$ cat src/rtl/data_mem_ctrl.sv
// Data-memory responder for the processor: 256 x 8 storage with a registered
// read port, a req/ack loader port for preload/dump, and saturating access counters.
module data_mem_ctrl #(
  parameter int CNT_W = 16
) (
  input  logic             clk,
  input  logic             rst,
  // processor port (no handshake, one access per cycle)
  input  logic             data_mem_rd_enb_i,
  input  logic             data_mem_wr_enb_i,
  input  logic [7:0]       data_mem_addr_i,
  input  logic [7:0]       data_mem_wr_data_i,
  output logic [7:0]       data_mem_rd_data_o,
  // loader port
  input  logic             ld_req_i,
  input  logic             ld_we_i,
  input  logic [7:0]       ld_addr_i,
  input  logic [7:0]       ld_wdata_i,
  output logic             ld_ack_o,
  output logic [7:0]       ld_rdata_o,
  // access counters
  output logic [CNT_W-1:0] rd_cnt_o,
  output logic [CNT_W-1:0] wr_cnt_o,
  // loader FSM state, for debug and checkers
  output logic [1:0]       ld_state_o
);

  localparam logic [1:0] ST_IDLE   = 2'd0;
  localparam logic [1:0] ST_ACCESS = 2'd1;
  localparam logic [1:0] ST_ACK    = 2'd2;

  logic [7:0] mem [256];
  logic [1:0] state;
  logic [1:0] state_nxt;
  logic       proc_active;
  logic       ld_access;

  // Loader handshake: requester raises ld_req_i (level) with we/addr/wdata
  // stable; the block answers with a one-cycle ld_ack_o, after which the
  // request may drop. Requests are not re-accepted until the cycle after ack.
  assign proc_active = data_mem_rd_enb_i | data_mem_wr_enb_i;
  assign ld_access   = (state == ST_ACCESS) && !proc_active;
  assign ld_ack_o    = (state == ST_ACK);
  assign ld_state_o  = state;

  always_comb begin
    state_nxt = state;
    case (state)
      ST_IDLE:   if (ld_req_i && !ld_ack_o) state_nxt = ST_ACCESS;
      ST_ACCESS: if (!proc_active) state_nxt = ST_ACK;
      ST_ACK:    state_nxt = ST_IDLE;
      default:   state_nxt = ST_IDLE;
    endcase
  end

  always_ff @(posedge clk) begin
    if (rst) state <= ST_IDLE;
    else     state <= state_nxt;
  end

  // Storage is never cleared; reset only suppresses writes from both ports.
  always_ff @(posedge clk) begin
    if (!rst) begin
      if (data_mem_wr_enb_i)
        mem[data_mem_addr_i] <= data_mem_wr_data_i;
      else if (ld_access && ld_we_i)
        mem[ld_addr_i] <= ld_wdata_i;
    end
  end

  // Non-blocking read of mem gives read-before-write on a same-cycle rd+wr.
  always_ff @(posedge clk) begin
    if (rst)                    data_mem_rd_data_o <= 8'h00;
    else if (data_mem_rd_enb_i) data_mem_rd_data_o <= mem[data_mem_addr_i];
  end

  always_ff @(posedge clk) begin
    if (rst)                        ld_rdata_o <= 8'h00;
    else if (ld_access && !ld_we_i) ld_rdata_o <= mem[ld_addr_i];
  end

  always_ff @(posedge clk) begin
    if (rst) begin
      rd_cnt_o <= '0;
      wr_cnt_o <= '0;
    end else begin
      if (data_mem_rd_enb_i && (rd_cnt_o != '1)) rd_cnt_o <= rd_cnt_o + CNT_W'(1);
      if (data_mem_wr_enb_i && (wr_cnt_o != '1)) wr_cnt_o <= wr_cnt_o + CNT_W'(1);
    end
  end

endmodule
$ cat config.mk
export PLATFORM = sky130hd
export DESIGN_NAME = data_mem_ctrl
export DESIGN_NICKNAME = d
export VERILOG_FILES = /design/src/rtl/data_mem_ctrl.sv
export SDC_FILE = /design/constraint.sdc
export NUM_CORES = 2
export LEC_CHECK = 0
export CORE_UTILIZATION = 35
export CTS_CLUSTER_DIAMETER = 40
export CTS_CLUSTER_SIZE = 14
export DETAILED_ROUTE_END_ITERATION = 16
export MAX_ROUTING_LAYER = met4
export PLACE_DENSITY_LB_ADDON = 0.25
export SLEW_MARGIN = 10
export SYNTH_ARGS = -nofsm -noshare
export SYNTH_HDL_FRONTEND = slang
export SYNTH_SLANG_ARGS = --single-unit
$ cat constraint.sdc
create_clock -name clk -period 6.62 [get_ports clk]
set_input_delay 0.993 -clock clk [delete_from_list [all_inputs] [get_ports clk]]
set_output_delay 0.993 -clock clk [all_outputs]
set_load 0.05 [all_outputs]
==> results.sh <==
export IMPL_status="finished clean"
export IMPL_hold_path_class="reg -> reg"
export IMPL_final_cell_count_no_fill=9998
export IMPL_ys_ff_latch=2098
export IMPL_maxCapViolations=0
export IMPL_ir_worst_vdd_uv=197.4
export IMPL_globalplace_congestion=1.039
export IMPL_crit_path_end_kind="flip-flop"
export IMPL_drt_antenna_violating_nets=0
export IMPL_synth_edff_count=2048
export IMPL_num_rows=195
export IMPL_route_detailed_wl_per_inst_um=36.84
export IMPL_async_flop_share=0
export IMPL_slew_headroom=0.1140
export IMPL_die_width_um=534.4
export IMPL_critical_path_buf_inv_count=3
export IMPL_cts_tree="done"
export IMPL_route_detailed_drc=0
export IMPL_setup_worst_path_start_class="input port"
export IMPL_antenna_found_initial=21
export IMPL_syn_area_um2=99210
export IMPL_avgSynthCellArea_um2=17.35
export IMPL_fin_hold_ws_ps=530.6
export IMPL_numCtsBuffers=326
export IMPL_post_cts_resized=0
export IMPL_criticalPathCategory="in -> reg"
export IMPL_via_count=62680
export IMPL_slowest_stage="nor2_1"
export IMPL_hpwl_um=250700
export IMPL_power_frac_clock=0.506
export IMPL_r2r_setup_slack_ps=1760
export IMPL_postCtsHoldBufs=0
export IMPL_syn_to_final_growth_pct=17.33
export IMPL_synth_top_flop_cell="edfxtp_1"
export IMPL_drive_gt1_frac=0.2759
export IMPL_die_h_um=534.4
export IMPL_fmax_mhz=192.1
export IMPL_mostFrequentLayoutCells="edfxtp_1, mux4_2, mux2i_1"
export IMPL_critical_path_max_stage_delay_ps=1030
export IMPL_nets=6014
export IMPL_rsz0062_at_grt="no"
export IMPL_postCtsSetupRepairBufs=0
export IMPL_path_common_cell="buf_4"
export IMPL_ys_warn_count=0
export IMPL_tightest_slew_ps=1329
export IMPL_path_cells="clkdlybuf4s50_1 > buf_4 > nor4b_2 > buf_4 > nand3_2 > o21ai_2 > nand2b_1 > nor2_1"
export IMPL_p_per_area_nw_per_um2=299.5
export IMPL_ios=89
export IMPL_power_leakage_nw=37.79
export IMPL_drt_iter0_markers=9176
export IMPL_htree_levels=5
export IMPL_grt_ovfl_total=0
export IMPL_core_um2=282000
export IMPL_place_ws_ps=668.8
export IMPL_dp_cells=9389
export IMPL_fin_crit_ps=5206
export IMPL_fin_ws_ps=1414
export IMPL_crit_family="simple AND/OR/NAND/NOR gates"
export IMPL_grt_pass1_wl_um=503800
export IMPL_finalMaxSlewViolations=0
export IMPL_swShare=0.2465
export IMPL_mostFrequentLayoutCell="edfxtp_1"
export IMPL_grt_max_degree=89
export IMPL_finalSetupViolCount=0
export IMPL_worstPathRequired_ps=7100
export IMPL_crit_fanout=18
export IMPL_pwr_share_seq=0.420
export IMPL_yosysUniqueCellTypes=82
export IMPL_p_comb_frac=0.074
export IMPL_grt_pass1_vias=60860
export IMPL_p_sw_mw=8.592
export IMPL_p_int_mw=26.27
export IMPL_period_share=0.7864
export IMPL_synth_nets=5758
export IMPL_clk_pin_slew_ps=50
export IMPL_die_area_um2=285600
export IMPL_ys_seq_area_frac=0.6300
export IMPL_setup_tns_ps=0
export IMPL_post_drt_via_cell_ratio=6.269
export IMPL_drt_pass1_iterations=6
export IMPL_clock_latency_ps=890
export IMPL_start_util=0.3518
export IMPL_fin_util=0.4127
export IMPL_synthCells=5718
export IMPL_skew_ps=80.99
export IMPL_grt_usage=0.2606
export IMPL_port_buffers=88
export IMPL_root_buffer="clkbuf_16"
export IMPL_cts_buffer_depth=4
export IMPL_finalHoldViolations=0
export IMPL_clock_sinks=2098
export IMPL_finalWirelength_um=368300
export IMPL_arrival_ps=5680
[logic make-up after synthesis]
group | after synthesis | synth area share
buffers and inverters | 467 | 0.02777
AO/OA/AOI/OAI | 735 | 0.05344
multiplexers | 1420 | 0.2399
XOR/XNOR | 23 | 0.002031
flip-flops | 2098 | 0.6300
AND/OR/NAND/NOR | 973 | 0.04663
adder cells (fa/ha/maj) | 2 | 0.0002522
[worst min-delay path, delay by kind of cell, from the launching register on]
family / cells / cell delay, ps
flip-flops: 1 / 340
AO/OA/AOI/OAI: 2 / 140
[flip-flops by register name (all words and copies together), names as in the netlist]
| register | flops |
|---|---|
| mem | 2048 |
| rd_cnt_o | 16 |
| wr_cnt_o | 16 |
| data_mem_rd_data_o | 8 |
| ld_rdata_o | 8 |
| ld_state_o | 2 |
[area by class of cell]
type | count | area (um^2)
fillers | 25130 | 165600
flip-flops and latches | 2098 | 62500
multi-input cells | 3153 | 34180
clock buffers | 351 | 8516
well taps | 3743 | 4683
repair buffers | 382 | 3746
clock inverters | 241 | 2679
inverters | 13 | 53.80
diodes | 17 | 42.54
[power by group through the flow]
| stage | logic [mW] | registers (mW) | clock network, mW |
|---|---|---|---|
| CTS | 2.53 | 14.7 | 17.7 |
| finish | 2.57 | 14.7 | 17.6 |
| global placement | 2.52 | 14.9 | 0 |
| global route | 2.61 | 14.6 | 18.3 |
| detailed placement | 2.52 | 14.9 | 0 |
| floorplan | 1.44 | 15.0 | 0 |
[worst paths after layout]
check                         start  cells past startpoint      endpoint
setup / recovery  data_mem_rd_enb_i                      8    mem[92][0]
hold reg to reg        rd_cnt_o[14]                      2  rd_cnt_o[14]
hold / removal         rd_cnt_o[14]                      2  rd_cnt_o[14]
setup reg to reg      ld_state_o[0]                      6    mem[92][0]
[synthesized netlist by cell type, drive strengths merged, types with 10 or more instances]
cell type	n	area (um^2)
edfxtp	2048	61500
mux4	752	17040
mux2i	609	6096
nor2	394	1479
buf	261	1972
clkbuf	193	734.5
nand2	185	696.9
a22oi	170	1281
o22ai	133	832.1
o221ai	115	1007
nand3	90	455.4
a21oi	87	435.4
nor3	74	375.4
mux2	59	664.4
dfxtp	50	1001
nor4	45	296.5
nand4	37	231.5
a221oi	36	315.3
o21ai	36	180.2
o31ai	29	217.7
nand2b	27	168.9
a211oi	23	172.7
or2	23	143.9
a22o	21	183.9
a31oi	16	100.1
o211ai	15	112.6
xor2	15	131.4
and3	13	81.33
inv	12	45.04
or3	12	75.07
a32oi	10	87.58
[stage by stage]
step | power, mW | area [um^2]
after CTS | 34.93 | 116400
after global routing | 35.55 | 116400
after floorplan | 16.45 | 99210
after global placement | 17.45 | 105100
after detailed placement | 17.45 | 105200
final | 34.86 | 116400
[routing by layer]
metal,part of all wire,GRT usage,vias up
met4,0.056,0.1303,0
met3,0.10,0.06059,768
met2,0.45,0.3867,3910
li1,-,-,24690
met5,0,-,-
met1,0.39,0.3352,33310
Note: power is estimated with default switching activity, not from simulation.
